[src/rtl/decode_hazard_ctrl.sv]
// Decode-stage controller: instruction-class decode, load-use hazard stall
// sequencing and redirect flush for the 5-stage pipeline.
module decode_hazard_ctrl #(
  parameter int unsigned LOAD_LAT = 1
) (
  input  logic        clk,
  input  logic        rst,
  input  logic [31:0] if_id_inst,
  input  logic        if_id_valid,
  input  logic        ex_redirect,
  output logic        is_LUI,
  output logic        is_AUIPC,
  output logic        is_I_type,
  output logic        is_S_type,
  output logic        is_Iload_type,
  output logic        is_B_type,
  output logic        is_JAL,
  output logic        is_JALR,
  output logic        is_R_type,
  output logic        pc_we,
  output logic        if_id_we,
  output logic        if_id_flush,
  output logic        id_ex_bubble,
  output logic        stalling
);

  localparam int unsigned OPC_W = 7;
  localparam int unsigned REG_W = 5;
  localparam int unsigned CNT_W = 2;

  localparam logic [OPC_W-1:0] OPC_LUI   = 7'b0110111;
  localparam logic [OPC_W-1:0] OPC_AUIPC = 7'b0010111;
  localparam logic [OPC_W-1:0] OPC_JAL   = 7'b1101111;
  localparam logic [OPC_W-1:0] OPC_JALR  = 7'b1100111;
  localparam logic [OPC_W-1:0] OPC_B     = 7'b1100011;
  localparam logic [OPC_W-1:0] OPC_LOAD  = 7'b0000011;
  localparam logic [OPC_W-1:0] OPC_S     = 7'b0100011;
  localparam logic [OPC_W-1:0] OPC_I     = 7'b0010011;
  localparam logic [OPC_W-1:0] OPC_R     = 7'b0110011;

  // A single-cycle stall never leaves RUN; longer ones count down in STALL.
  localparam bit MULTI_STALL = (LOAD_LAT > 1);
  localparam logic [CNT_W-1:0] STALL_INIT = MULTI_STALL ? CNT_W'(LOAD_LAT - 2) : '0;

  typedef enum logic {RUN, STALL} state_t;

  state_t             state, next_state;
  logic [CNT_W-1:0]   cnt, next_cnt;
  logic [REG_W-1:0]   ex_rd;
  logic               ex_is_load;

  logic [OPC_W-1:0]   opcode;
  logic [REG_W-1:0]   rs1, rs2, rd;
  logic               rs1_used, rs2_used, rd_written;
  logic               hazard;
  logic               unused_bits;

  assign opcode      = if_id_inst[6:0];
  assign rd          = if_id_inst[11:7];
  assign rs1         = if_id_inst[19:15];
  assign rs2         = if_id_inst[24:20];
  assign unused_bits = ^{if_id_inst[31:25], if_id_inst[14:12]};

  // One-hot class decode; invalid slot or unknown opcode decodes as NOP.
  always_comb begin
    is_LUI        = 1'b0;
    is_AUIPC      = 1'b0;
    is_I_type     = 1'b0;
    is_S_type     = 1'b0;
    is_Iload_type = 1'b0;
    is_B_type     = 1'b0;
    is_JAL        = 1'b0;
    is_JALR       = 1'b0;
    is_R_type     = 1'b0;
    if (if_id_valid) begin
      case (opcode)
        OPC_LUI:   is_LUI        = 1'b1;
        OPC_AUIPC: is_AUIPC      = 1'b1;
        OPC_JAL:   is_JAL        = 1'b1;
        OPC_JALR:  is_JALR       = 1'b1;
        OPC_B:     is_B_type     = 1'b1;
        OPC_LOAD:  is_Iload_type = 1'b1;
        OPC_S:     is_S_type     = 1'b1;
        OPC_I:     is_I_type     = 1'b1;
        OPC_R:     is_R_type     = 1'b1;
        default:   ;
      endcase
    end
  end

  assign rs1_used   = is_R_type | is_I_type | is_Iload_type | is_S_type | is_B_type | is_JALR;
  assign rs2_used   = is_R_type | is_S_type | is_B_type;
  assign rd_written = is_R_type | is_I_type | is_Iload_type | is_LUI | is_AUIPC | is_JAL | is_JALR;

  // Store data (rs2) counts too: there is no MEM-to-MEM forwarding path.
  assign hazard = ex_is_load & (ex_rd != '0) &
                  ((rs1_used & (rs1 == ex_rd)) | (rs2_used & (rs2 == ex_rd)));

  always_comb begin
    next_state   = state;
    next_cnt     = cnt;
    pc_we        = 1'b0;
    if_id_we     = 1'b0;
    if_id_flush  = 1'b0;
    id_ex_bubble = 1'b0;
    if (rst) begin
      if_id_flush  = 1'b1;
      id_ex_bubble = 1'b1;
    end else begin
      case (state)
        RUN: begin
          if (ex_redirect) begin
            pc_we        = 1'b1;
            if_id_we     = 1'b1;
            if_id_flush  = 1'b1;
            id_ex_bubble = 1'b1;
          end else if (hazard) begin
            id_ex_bubble = 1'b1;
            if (MULTI_STALL) begin
              next_state = STALL;
              next_cnt   = STALL_INIT;
            end
          end else begin
            pc_we    = 1'b1;
            if_id_we = 1'b1;
          end
        end
        STALL: begin
          if (ex_redirect) begin
            pc_we        = 1'b1;
            if_id_we     = 1'b1;
            if_id_flush  = 1'b1;
            id_ex_bubble = 1'b1;
            next_state   = RUN;
            next_cnt     = '0;
          end else begin
            id_ex_bubble = 1'b1;
            if (cnt == '0) next_state = RUN;
            else           next_cnt   = cnt - CNT_W'(1);
          end
        end
        default: next_state = RUN;
      endcase
    end
  end

  // State, stall counter and the record of the instruction entering EX.
  always_ff @(posedge clk) begin
    if (rst) begin
      state      <= RUN;
      cnt        <= '0;
      ex_rd      <= '0;
      ex_is_load <= 1'b0;
      stalling   <= 1'b0;
    end else begin
      state    <= next_state;
      cnt      <= next_cnt;
      stalling <= (next_state == STALL);
      if (id_ex_bubble) begin
        ex_rd      <= '0;
        ex_is_load <= 1'b0;
      end else begin
        ex_rd      <= rd_written ? rd : '0;
        ex_is_load <= is_Iload_type;
      end
    end
  end

endmodule
[config.mk]
export PLATFORM = sky130hd
export DESIGN_NAME = decode_hazard_ctrl
export DESIGN_NICKNAME = d
export VERILOG_FILES = /design/src/rtl/decode_hazard_ctrl.sv
export SDC_FILE = /design/constraint.sdc
export NUM_CORES = 1
export LEC_CHECK = 0
export ABC_AREA = 1
export CAP_MARGIN = 20
export CORE_AREA = 2 2 40 61
export DETAILED_ROUTE_END_ITERATION = 12
export DIE_AREA = 0 0 42 63
export GPL_TIMING_DRIVEN = 0
export PLACE_DENSITY_LB_ADDON = 0.25
export SETUP_SLACK_MARGIN = 0.1
export SLEW_MARGIN = 20
export SYNTH_ARGS = -nofsm -noshare
export SYNTH_HDL_FRONTEND = slang
export SYNTH_SLANG_ARGS = --single-unit
[constraint.sdc]
create_clock -name clk -period 4.5 [get_ports clk]
set_clock_uncertainty 0.15 [all_clocks]
set_input_delay 0.9 -clock clk [delete_from_list [all_inputs] [get_ports clk]]
set_output_delay 0.9 -clock clk [all_outputs]
set_load 0.005 [all_outputs]
# Yosys cells after proc, flatten, opt, wreduce, memory -nomap -nowiden
# Index checks and enable logic that the tools add are counted.
[op_classes] add_sub_neg=1 n_eq_ne=12 n_mux=31 bitwise=18 n_reduce_logical=6
[op_table] op="$mux 1" count=27
[op_table] op="$eq 7x6->1 const B" count=3
[op_table] op="$eq 7x7->1 const B" count=3
[op_table] op="$eq 7x5->1 const B" count=2
[op_table] op="$or 1x1->1" count=12
[op_table] op="$eq 5x5->1" count=2
[op_table] op="$eq 7x2->1 const B" count=1
[op_table] op="$reduce_or 3->1" count=2
[op_table] op="$reduce_bool 5->1" count=1
[op_table] op="$and 1x1->1" count=4
[op_table] op="$mux 2" count=2
[op_table] op="$pmux 1 s2" count=2
[op_table] op="$logic_not 2->1" count=1
[op_table] op="$ne 2x2->1 const B" count=1
[op_table] op="$not 1->1" count=2
[op_table] op="$reduce_and 2->1" count=1
[op_table] op="$reduce_or 2->1" count=1
[op_table] op="$sub 2x1->2 const B" count=1
[totals] regBits=9 input_bits=36 elab_cells=72

# Depth between registers and ports, before layout
[logic_depth] depth_word=16 mapped_depth=13

# Worst setup path before layout
# No wires, ideal clock.
[synth_path] path_type="input -> output" start="input port if_id_inst[2]" end="output port pc_we" t_arrival_ns=1.790 required_ns=3.450 slack_ns=1.660 path_stages=11 path_buffers=1 cell_sequence="nor2_1 > nand2_2 > nor2_2 > nor2_1 > nand2_1 > nand2_1 > nand2_1 > nand2_2 > nand2_1 > nand2_1 > buf_4"
[synth_via] word_cells_on_any_way=33
[synth_lines] element="from (decl)" line_no="8" text="input logic [31:0] if_id_inst,"
[synth_lines] element="$eq 7x2->1" line_no="76" text="case (opcode)"
[synth_lines] element="$mux 1" line_no="76"
[synth_lines] element="$mux 1" line_no="75" text="if (if_id_valid) begin"
[synth_lines] element="net is_Iload_type" line_no="15" text="output logic is_Iload_type,"
[synth_lines] element="$or 1x1->1 (4 in a row)" line_no="91" text="assign rs1_used = is_R_type | is_I_type | is_Iload_type | is_S_type | is_B_type | is_JALR;"
[synth_lines] element="$and 1x1->1" line_no="97" text="((rs1_used & (rs1 == ex_rd)) | (rs2_used & (rs2 == ex_rd)));"
[synth_lines] element="$or 1x1->1" line_no="97"
[synth_lines] element="$and 1x1->1" line_no="96" text="assign hazard = ex_is_load & (ex_rd != '0) &"
[synth_lines] element="$mux 1 (2 in a row)"
[synth_lines] element="$pmux 1 s2"
[synth_lines] element="$mux 1"
[synth_lines] element="to (decl)" line_no="20" text="output logic pc_we,"
# The timed path passes the listed nets, and every way through them passes these cells.

# Worst setup path after layout
[layout_path] start="input port if_id_inst[3]" end="output port pc_we"
[layout_via] elab_chain_len=15 word_cells_on_any_way=33
[layout_lines] element="$eq 7x6->1 or $eq 7x5->1 (tied branches)" line_no="76"
[layout_lines] element="$mux 1" line_no="76"
[layout_lines] element="$mux 1" line_no="75"
[layout_lines] element="$or 1x1->1 (5 in a row)" line_no="91"
[layout_lines] element="$and 1x1->1" line_no="97"
[layout_lines] element="$or 1x1->1 *" line_no="97"
[layout_lines] element="$and 1x1->1 *" line_no="96"
[layout_lines] element="$mux 1 *" line_no="117" text="end else if (hazard) begin"
[layout_lines] element="$mux 1 *" line_no="112" text="if (ex_redirect) begin"
[layout_lines] element="$pmux 1 s2 *" line_no="110" text="case (state)"
[layout_lines] element="$mux 1 *" line_no="106" text="if (rst) begin"
# Mark *: on every way between the ends. The rest lies on a longest branch, timed or not.

==> flow_summary_export.csv <==
group,metric,value,unit
run_status,status,"completed",
timing,finalHoldViolCount,0,
floorplan,rows,21,
timing,fin_crit_sh,86.39,%
finish,drive_above_1_share,18.29,%
timing,slew_violations,0,
global_route,grt_max_degree,6,
worst_setup_path,arrival,2840,ps
drt,routed_wirelength,1.815,mm
timing,grt_setup_unrepaired,"no",
drt,ant_nets,0,
clocking,cts_post_setup_buffers_inserted,0,
timing,finalSetupViolCount,0,
power,swShare,25.48,%
floorplan,die_area,0.002646,sq mm
drt,dr.first_iter.drc_count,14,
yosys,syn_nets,169,
floorplan,start_util,37.04,%
drt,wl_per_cell,9.167,um
clocking,cts_sinks,9,
drt,routed_via_density,4.616,
clocking,cts_resized,0,
clocking,clock_latency,260,ps
finish,final_nets,213,
floorplan,die-height,63,um
power,p_sw,0.00004963,W
power,p_per_area,157.9,mW/mm^2
power,pwr-share-clk,31.7,%
worst_hold_path,hold_class,"reg -> reg",
timing,tightest_slew,325.0,ps
clocking,cts_max_path_buffers,2,
timing,fmax,257.2,MHz
finish,diodes,0,
yosys,seq_area_frac_synth,22.86,%
power,power_frac_comb,27.3,%
clocking,htreeDepth,1,
yosys,synth_seq_cells,9,
global_route,grt_pass1_wl,3.263,mm
worst_setup_path,cp.required,3450,ps
floorplan,ios,50,
worst_setup_path,setup.worst_path.class,"in -> out",
drt,drc,0,
yosys,ys_warn_count,0,
finish,fin_util,57.97,%
place,dp_hpwl,1.630,mm
timing,tns,0,ps
timing,fin_crit,3887,ps
clocking,root_buffer,"clkbuf_4",
power,p_seq_share,41.0,%
worst_setup_path,start_kind,"primary input",
clocking,cts_tree,"built",
clocking,clk_pin_slew_worst_paths,60,ps
global_route,grt_usage,15.04,%
yosys,syn_area,788.3,sq um
floorplan,core_area,0.002128,sq mm
worst_setup_path,cp-end-kind,"output port",
timing,slew_headroom,78.25,%
global_route,antenna_found_initial,0,
clocking,cts_inserted_buffers,3,
flow_run,cap_violations,0,
yosys,ys_types,24,
finish,design_area,0.001234,sq mm
power,power_leakage,0.5965,nW
global_route,grt_pass1_vias,864,
clocking,hold_buffers,0,
power,internal-power,0.0001452,W
finish,fillers,218,
global_route,overflow,0,
worst_setup_path,path_max_fanout,4,
place,place_area,0.001207,sq mm
yosys,syn_area_per_cell,5.972,sq um
place,io_buffers,39,
drt,routed-via-count,914,
place,gp_congestion,0.7693,
power,vdd_drop_max,0.0001353,V
drt,drt_pass1_iterations,2,
finish,area_growth,56.51,%
yosys,postSynthCellCount,132,
floorplan,die_x,42,um
-- cells by family (layout without fill, tap and decap cells) --
group / after synthesis / in the layout / share of synthesized area, %
AOI/OAI and AO/OA: 11 / 11 / 8.572
adders and majority gates: 1 / 1 / 1.587
DFF: 9 / 9 / 22.86
and+or+nand+nor: 76 / 76 / 48.57
buffers and inverters: 33 / 76 / 16.19
xor gates and xnor gates: 2 / 2 / 2.223
-- power by group through the flow --
| stage | combinational [W] | sequential [W] | clock, W |
|---|---|---|---|
| 2_1_floorplan | 0.0000205 | 0.0000816 | 0 |
| 3_3_place_gp | 0.0000523 | 0.0000816 | 0 |
| 3_5_place_dp | 0.0000535 | 0.0000816 | 0 |
| 4_1_cts | 0.0000537 | 0.0000798 | 0.0000649 |
| 5_1_grt | 0.0000586 | 0.0000798 | 0.0000683 |
| 6_report | 0.0000531 | 0.0000798 | 0.0000618 |
-- cell type report --
cell class | instances | area (sq um) | share of cell area (%)
clock buffers | 4 | 26.28 | 2.130
plain buffers | 1 | 7.507 | 0.6085
repair buffers | 39 | 390.4 | 31.64
flip-flops and latches | 9 | 180.2 | 14.60
inverters | 32 | 120.1 | 9.736
multi-input cells | 90 | 480.5 | 38.95
well taps | 23 | 28.78 | 2.333
-- worst max-delay path, cell delays in order --
cell	delay, ps
clkdlybuf4s50_1	490
inv_2	100
nand2_2	50
nor2_2	150
nand2_2	80
nand2_2	100
nor2_2	30
nand2_1	50
nand2_1	40
nand2_1	60
nand2_2	90
nand2_1	70
nand2_1	60
buf_4	130
clkdlybuf4s50_1	430
-- state kept, by name, summed over array words and instances (netlist names) --
signal      cells
state           1
cnt             2
ex_rd           5
ex_is_load      1
-- stage by stage --
step                hold WS, ps  instances  setup slack, ps  power [W]
CTS                       343.1        198            587.1  0.0001985
global placement          309.7        194            617.6  0.0001340
global route              369.9        198            379.0  0.0002067
detailed placement        329.3        194            591.8  0.0001351
finish                    335.9        198            612.6  0.0001948
floorplan                 299.1        132             1660  0.0001021
-- cells in the mapped netlist --
cell type  instances  area share (%)
nor2_2            12             9.5
nand3_4            1             2.2
nand3_1            6             3.8
inv_2              5             2.4
buf_4              1            0.95
nand2_4            1             1.4
o211ai_1           1            0.95
nor2_1            18             8.6
a21oi_1            1            0.63
o21ai_0            4             2.5
o22ai_1            3             2.4
o21bai_1           1            0.95
nand4_2            1             1.6
nand4_1            1            0.79
or2_0              1            0.79
dfxtp_1            9              23
o32ai_1            1             1.1
xnor2_1            2             2.2
nand2_1           26              12
nor3_1             1            0.63
nor3_2             1             1.3
ha_1               1             1.6
inv_1             27              13
nand2_2            7             5.6
-- worst paths after layout --
| path | from | to | slack (ps) | depth (start not counted) |
|---|---|---|---|---|
| worst max-delay path | if_id_inst[3] | pc_we | 610 | 15 |
| worst min-delay path | cnt[1] | cnt[1] | 340 | 2 |
| worst max register to register | ex_rd[1] | ex_rd[1] | 3090 | 11 |
| worst min register to register | cnt[1] | cnt[1] | 340 | 2 |
-- routing by layer --
metal  part of all wire (%)  GRT usage [%]  vias to the layer above  wire [um]
li1                       -              -                      484          -
met1                     36          14.71                      407        655
met2                     59          29.30                       21       1067
met3                    4.1          3.179                        2         74
met4                   0.94          5.645                        0         17
met5                      0              0                        -          0
-- cell usage in the layout (no fill, tap or decap) --
cell	netlist	routed
clkdlybuf4s50_1	0	39
inv_1	27	27
nand2_1	26	26
nor2_1	18	18
nor2_2	12	12
dfxtp_1	9	9
nand2_2	7	7
nand3_1	6	6
inv_2	5	5
o21ai_0	4	4
o22ai_1	3	3
clkbuf_4	0	3
xnor2_1	2	2
nand2_4	1	1
nand4_2	1	1
or2_0	1	1
nor3_2	1	1
nor3_1	1	1
o21bai_1	1	1
o211ai_1	1	1
nand4_1	1	1
nand3_4	1	1
a21oi_1	1	1
o32ai_1	1	1
ha_1	1	1
buf_4	1	1
clkbuf_1	0	1
(Power assumes the default switching activity.)
